`config.mk`:
```
export PLATFORM = sky130hd
export DESIGN_NAME = fsbm_search_ctrl
export DESIGN_NICKNAME = d
export VERILOG_FILES = /design/src/rtl/fsbm_search_ctrl.sv
export SDC_FILE = /design/constraint.sdc
export NUM_CORES = 1
export LEC_CHECK = 0
export CORE_AREA = 5 5 85 95
export CTS_BUF_LIST = sky130_fd_sc_hd__clkbuf_4 sky130_fd_sc_hd__clkbuf_8 sky130_fd_sc_hd__clkbuf_16
export DETAILED_ROUTE_END_ITERATION = 10
export DIE_AREA = 0 0 90 100
export HOLD_SLACK_MARGIN = 0.02
export PLACE_DENSITY = 0.67
export SYNTH_ARGS = -nofsm -noshare
export SYNTH_HDL_FRONTEND = slang
export SYNTH_SLANG_ARGS = --single-unit
```
`constraint.sdc`:
```
create_clock -name clk -period 2.4 [get_ports clk]
set_input_delay 0.24 -clock clk [delete_from_list [all_inputs] [get_ports clk]]
set_output_delay 0.24 -clock clk [all_outputs]
set_load 0.01 [all_outputs]
```
`src/rtl/fsbm_search_ctrl.sv`:
```
// Full-search block-matching controller: issues 16 candidate SAD requests
// over a 4x4 window, tracks the minimum SAD and reports {mad, mv}.
//
// Ports:
//   clk, rst_n          clock, asynchronous active-low reset
//   start, abort        begin a search (IDLE only) / cancel the search
//   req_valid/req_ready candidate request handshake, req_idx = candidate index
//   sad_valid, sad      in-order SAD results from the datapath
//   busy, done, out     status, one-cycle done pulse, result {mad, mv}
module fsbm_search_ctrl #(
    parameter int SAD_W   = 12,
    parameter int NCAND   = 16,
    parameter int MAX_OUT = 4
) (
    input  logic               clk,
    input  logic               rst_n,
    input  logic               start,
    input  logic               abort,
    output logic               req_valid,
    input  logic               req_ready,
    output logic [3:0]         req_idx,
    input  logic               sad_valid,
    input  logic [SAD_W-1:0]   sad,
    output logic               busy,
    output logic               done,
    output logic [SAD_W+7:0]   out
);

    localparam int CNT_W = $clog2(NCAND + 1);
    localparam int OST_W = $clog2(MAX_OUT + 1);

    localparam logic [1:0] IDLE = 2'd0;
    localparam logic [1:0] RUN  = 2'd1;
    localparam logic [1:0] DONE = 2'd2;

    localparam logic [CNT_W-1:0] NCAND_C = CNT_W'(NCAND);
    localparam logic [CNT_W-1:0] LAST_C  = CNT_W'(NCAND - 1);
    localparam logic [OST_W-1:0] MAXO_C  = OST_W'(MAX_OUT);

    logic [1:0]       state;
    logic [CNT_W-1:0] issued;
    logic [CNT_W-1:0] rcvd;
    logic [OST_W-1:0] outst;
    logic [SAD_W-1:0] min_sad;
    logic [3:0]       min_idx;
    logic [SAD_W-1:0] nxt_sad;
    logic [3:0]       nxt_idx;
    logic             xfer;
    logic             sad_take;
    logic             take_new;

    assign busy      = (state != IDLE);
    assign done      = (state == DONE);
    assign req_valid = (state == RUN) && (issued < NCAND_C) && (outst < MAXO_C);
    assign req_idx   = 4'(issued);
    assign xfer      = req_valid & req_ready;

    // Beats with nothing outstanding, or outside RUN, are stale and dropped.
    assign sad_take  = (state == RUN) && sad_valid && (outst != '0);

    // First result always loads; later ones only on a strictly smaller SAD,
    // so ties keep the lowest candidate index.
    assign take_new  = (rcvd == '0) || (sad < min_sad);
    assign nxt_sad   = take_new ? sad : min_sad;
    assign nxt_idx   = take_new ? 4'(rcvd) : min_idx;

    always_ff @(posedge clk or negedge rst_n) begin
        if (!rst_n) begin
            state   <= IDLE;
            issued  <= '0;
            rcvd    <= '0;
            outst   <= '0;
            min_sad <= '0;
            min_idx <= '0;
            out     <= '0;
        end else if (abort) begin
            state   <= IDLE;
            issued  <= '0;
            rcvd    <= '0;
            outst   <= '0;
            min_sad <= '0;
            min_idx <= '0;
        end else begin
            unique case (state)
                IDLE: begin
                    if (start) state <= RUN;
                end
                RUN: begin
                    if (xfer) issued <= issued + CNT_W'(1);
                    case ({xfer, sad_take})
                        2'b10:   outst <= outst + OST_W'(1);
                        2'b01:   outst <= outst - OST_W'(1);
                        default: outst <= outst;
                    endcase
                    if (sad_take) begin
                        min_sad <= nxt_sad;
                        min_idx <= nxt_idx;
                        rcvd    <= rcvd + CNT_W'(1);
                        if (rcvd == LAST_C) begin
                            state <= DONE;
                            // mv packs the 4x4 window row/column as two nibbles.
                            out   <= {nxt_sad, 2'b00, nxt_idx[3:2],
                                      2'b00, nxt_idx[1:0]};
                        end
                    end
                end
                DONE: begin
                    state   <= IDLE;
                    issued  <= '0;
                    rcvd    <= '0;
                    outst   <= '0;
                    min_sad <= '0;
                    min_idx <= '0;
                end
                default: state <= IDLE;
            endcase
        end
    end

endmodule
```
---- Word level (Yosys, flattened, before mapping) ----
Cells that the tools add are included.
operators by class
  $add $sub $neg .......................... 4
  order comparisons ....................... 3
  equality and inequality tests ........... 10
  mux-type cells .......................... 22
  bitwise gates (word level) .............. 2
  reductions and logical operators ........ 15
operators by type and width
  operator                                                         number
  12-bit two-way mux                                               3
  12-bit one-hot mux with 2 select lines                           1
  5-bit two-way mux                                                4
  5-bit one-hot mux with 2 select lines                            2
  12-bit < comparator                                              1
  4-bit two-way mux                                                3
  3-bit one-hot mux with 2 select lines                            2
  5-bit by 1-bit adder with 5-bit output, second input constant    2
  3-bit != test, second input constant                             3
  2-bit two-way mux                                                4
  4-bit one-hot mux with 2 select lines                            1
  2-bit AND reduction                                              3
  3-bit nonzero test                                               2
  5-bit by 4-bit == test with 1-bit output, second input constant  1
  5-bit zero test                                                  1
  5-bit < comparator, second input constant                        1
  2-bit by 1-bit == test with 1-bit output, second input constant  2
  2-bit == test, second input constant                             2
  1-bit logical AND                                                4
  4-bit by 2-bit != test with 1-bit output, second input constant  1
  2-bit one-hot mux with 2 select lines                            1
  4-bit AND reduction                                              1
  3-bit by 1-bit adder with 3-bit output, second input constant    1
  3-bit < comparator, second input constant                        1
  9 further kinds                                                  9
word-level totals
  register bits ........................... 47
  input bits .............................. 18
  logic and storage cells ................. 63

---- Logic depth before layout (Yosys ltp) ----
  depth after elaboration ................. 8
  gate-level depth with buffers ........... 13
  depth with buffers taken out ............ 11

---- Least setup slack after synthesis ----
OpenSTA, ideal clock, no wires.
  kind .................................... reg2reg
  start ................................... reg state[1]
  end ..................................... reg outst[2]
  arrival time ............................ 2392 ps
  slack ................................... -124 ps
  stages on the path, launching flop included .. 14
  buffers on the path ..................... 2
  cell sequence ........................... dfrtp_1 > buf_2 > nor2b_4 > nor3b_2 > and2_0 > buf_2 > inv_1 > ha_1 > fa_1 > xnor2_1 > nor4_1 > a21o_1 > a21oi_1 > nor2_1
on the way
  word-level cells in the longest chain between the ends .. 8
  elaborated cells between the ends (all ways) .. 15
  classes of those cells .................. eq/ne (5); mux (3); bitwise (1); reduce/logical (6)
RTL lines
  item                                                                              line  source
  from (decl)                                                                       40    logic [1:0] state;
  from (signal assigned)                                                            69    state <= IDLE;
  from (signal assigned)                                                            77    state <= IDLE;
  from (signal assigned)                                                            86    if (start) state <= RUN;
  2-bit by 1-bit == test with 1-bit output *                                        54    assign req_valid = (state == RUN) && (issued < NCAND_C) && (outst < MAXO_C);
  1-bit logical AND * (2 in series)                                                 54
  named net req_valid                                                               19    output logic req_valid,
  1-bit bitwise AND *                                                               56    assign xfer = req_valid & req_ready;
  2-bit by 1-bit == test with 1-bit output / 2-bit == test (equally long branches)  90    case ({xfer, sad_take})
  3-bit one-hot mux with 2 select lines                                             90
  3-bit one-hot mux with 2 select lines                                             84    unique case (state)
  3-bit two-way mux                                                                 76    end else if (abort) begin
  to (signal assigned)                                                              91    2'b10: outst <= outst + OST_W'(1);
  to (signal assigned)                                                              92    2'b01: outst <= outst - OST_W'(1);
  to (signal assigned)                                                              93    default: outst <= outst;
  to (decl)                                                                         43    logic [OST_W-1:0] outst;
The timed path passes the listed nets; every way through them passes the cells marked *.
A chain may end at the register's enable or synchronous reset.

---- Worst setup path in the final report ----
  start ................................... reg state[1]
  end ..................................... reg outst[2]
on the way
  word-level cells in the longest chain between the ends .. 8
  elaborated cells between the ends (all ways) .. 15
  classes of those cells .................. eq/ne (5); mux (3); bitwise (1); reduce/logical (6)
RTL lines
  item                                                                              line
  2-bit by 1-bit == test with 1-bit output                                          54, 59, 84
  1-bit logical AND (2 in series)                                                   54
  1-bit bitwise AND                                                                 56
  2-bit by 1-bit == test with 1-bit output / 2-bit == test (equally long branches)  90
  3-bit one-hot mux with 2 select lines                                             90
  3-bit one-hot mux with 2 select lines                                             84
  3-bit two-way mux                                                                 76
Several ways; a longest one is shown, not always the timed one.

==> impl_metrics.csv <==
group,metric,value,unit
worst_setup_path,path_buf_inv,1,
worst_setup_path,arrival,2.44,ns
routing,drc_errors,0,
routing,drt_iter0_markers,79,
synth,synth_cell_types,46,
clock_network,cts_tree,"yes",
synth,async_flop_share,100,%
synth,syn_area,2740,µm²
clock_network,numClockSinks,47,
grt,grt_start_max_net_pins,48,
floorplan,row_count,32,
routing,wire_per_inst,13.6,µm
sta,fin_setup_tns,0,ns
floorplan,die_x,90,µm
synth,synth-seq-cells,47,
synth,yosysSeqAreaShare,43.0,%
sta,finalCritPeriodShare,93.4,%
routing,vias,2247,
grt,grt_overflow,0,
clock_network,clockBufferDepth,2,
floorplan,start_util,39.5,%
synth,yosysWarnings,0,
final_layout,nets,387,
clock_network,postCtsSetupRepairBufs,0,
clock_network,holdBufCountCts,0,
routing,vias_per_cell,5.13,
floorplan,die_y,100,µm
routing,postRouteWirelength,5.94,mm
sta,rsz0062_at_grt,"false",
routing,firstDrtPassIters,6,
sta,drv_slew,0,
grt,grt_pass1_wl,10.4,mm
clock_network,root_buffer,"clkbuf_8",
clock_network,clock_latency,0.30,ns
pwr,p_leak,1.46,nW
sta,relSlewSlack,59.7,%
grt,antenna_found_initial,0,
final_layout,antennaDiodeCount,0,
grt,grt.total_usage,13.7,%
final_layout,layout-drive-gt1-share,13.9,%
clock_network,cts_resized,0,
worst_setup_path,criticalPathCategory,"flip-flop to flip-flop",
sta,fmax,446,MHz
final_layout,area_delta_synth_final,23.0,%
final_layout,fin_util,48.6,%
worst_setup_path,critPathCaptureType,"flip-flop",
final_layout,multi_input_area,1360,µm²
routing,ant_nets,0,
status,outcome,"completed",
placement,place_area,3260,µm²
synth,synth.avg_cell_area,8.83,µm²
placement,routabilityCongestion,0.827,
synth,ys_top_cells_by_area,"dfrtp_1, ha_1, nor2_1",
clock_network,clkSlewWorstSetupHoldPaths,0.08,ns
synth,synth_flop_cell,"dfrtp_1",
synth,post-synth-top-count-cell,"dfrtp_1",
placement,hpwl,4.17,mm
clock_network,cts_max_level,2,
sta,hold_viol,0,
final_layout,seq_area,1180,µm²
floorplan,die_area,9000,µm²
pwr,ir_worst_vdd,0.000244,V
final_layout,design_area,3370,µm²
synth,synth_common_cells,"dfrtp_1, nor2_1, nand2_1",
worst_setup_path,critPathSlowestCell,"dfrtp_1",
synth,synth-edff-count,0,
sta,finalSetupViolCount,0,
worst_setup_path,cp_cell_sequence,"nor2b_4 > nor3b_4 > and2_0 > inv_2 > ha_4 > fa_2 > xnor2_2 > nor4_1 > a21o_1 > a21oi_1 > nor2_1",
synth,synth_top_area_cell,"dfrtp_1",
worst_setup_path,worstPathMaxFanout,2,
run,drv_cap,0,
synth,synth_top_area_share,43.0,%
clock_network,cts_buffers,5,
sta,fin_skew,0.00494,ns
pwr,p_per_area,444,nW/µm²
sta,worstMarginPinSlew,0.605,ns
grt,first_global_vias,2251,
floorplan,fp.coreArea,6930,µm²
hold_path,hold_class,"primary input to asynchronous set/reset pin",
sta,final.min_clock_period,2.24,ns
placement,port_buffers,40,
worst_setup_path,startpoint_type,"flip-flop",
floorplan,io-pin-count,45,
synth,syn_inst,310,
worst_setup_path,critical-path-top-delay-family,"simple AND/OR/NAND/NOR gates",
worst_setup_path,slowest_delay,0.42,ns
final_layout,filler_cell_count,674,
worst_setup_path,cp.required,2.59,ns
## per-stage QoR
step	power [mW]	worst slack (ns)	std cells	hold WS, ns
finish	1.49	0.158	438	0.0328
global route	1.56	0.0253	438	0.0973
CTS	1.52	0.132	438	0.0559
detailed placement	0.980	0.00395	430	0.383
global placement	0.978	0.0641	430	0.386
floorplan	0.901	0.00665	313	-0.0556
## routing by layer
| metal | up-vias | track usage (%) | wire [µm] |
|---|---|---|---|
| li1 | 1120 | - | - |
| met1 | 1066 | 17.8 | 2710 |
| met2 | 55 | 23.0 | 2830 |
| met3 | 6 | 3.30 | 363 |
| met4 | 0 | 3.44 | 40 |
| met5 | - | 0 | 0 |
## final timing paths
check	from	to	slack, ns	depth (start not counted)
setup / recovery	state[1]$_DFFE_PN0P_	outst[2]$_DFFE_PN0P_	0.16	11
max in group asynchronous	rst_n	min_sad[3]$_DFFE_PN0P_	1.97	2
hold reg to reg	min_sad[10]$_DFFE_PN0P_	out[18]$_DFFE_PN0P_	0.54	2
setup reg to reg	state[1]$_DFFE_PN0P_	outst[2]$_DFFE_PN0P_	0.16	11
min in group clk	min_sad[10]$_DFFE_PN0P_	out[18]$_DFFE_PN0P_	0.54	2
hold / removal	rst_n	outst[2]$_DFFE_PN0P_	0.03	2
## cell usage in the layout, fill, tap and decap left out, types with 2 or more instances in the layout
| cell | netlist | routed |
|---|---|---|
| dfrtp_1 | 47 | 47 |
| nor2_1 | 42 | 42 |
| clkdlybuf4s50_1 | 0 | 39 |
| nand2_1 | 36 | 36 |
| a21oi_1 | 26 | 26 |
| buf_4 | 11 | 19 |
| nand3_1 | 17 | 17 |
| inv_1 | 16 | 15 |
| ha_1 | 16 | 15 |
| a31oi_1 | 14 | 14 |
| o21ai_0 | 12 | 12 |
| nor2b_1 | 7 | 7 |
| clkbuf_8 | 0 | 7 |
| o21ai_1 | 6 | 6 |
| xor2_1 | 4 | 4 |
| conb_1 | 1 | 4 |
| or2_2 | 3 | 3 |
| nand4_1 | 3 | 3 |
| and3_1 | 2 | 2 |
| inv_2 | 1 | 2 |
| a21o_1 | 2 | 2 |
| xnor2_1 | 3 | 2 |
| a22oi_1 | 2 | 2 |
| a32oi_1 | 2 | 2 |
## sequential cells by signal, summed over array words and instances, names as in the netlist
name     count
issued       5
min_idx      4
out         16
outst        3
rcvd         5
state        2
min_sad     12
## cells by family after synthesis
logic type / after synthesis / share of synthesized area [%]
xor+xnor: 7 / 2.24
fa+ha+maj: 17 / 8.05
simple gates: 120 / 20.6
other cells: 1 / 0.137
buf+inv: 45 / 8.87
compound gates: 72 / 16.7
flops: 47 / 43.0
mux: 1 / 0.411
## area by class of cell
cell class | count | area share (%)
multi-input cells | 221 | 40.3
repair buffers | 60 | 16.6
clock buffers | 8 | 3.09
flip-flops and latches | 47 | 34.9
inverters | 17 | 1.90
well taps | 85 | 3.16
## report_power, final
part / switching [mW] / total (mW) / internal [mW]
logic: 0.0849 / 0.161 / 0.0759
clock network: 0.256 / 0.530 / 0.274
registers: 0.00544 / 0.802 / 0.796
Power figures use the tool's default switching activity.
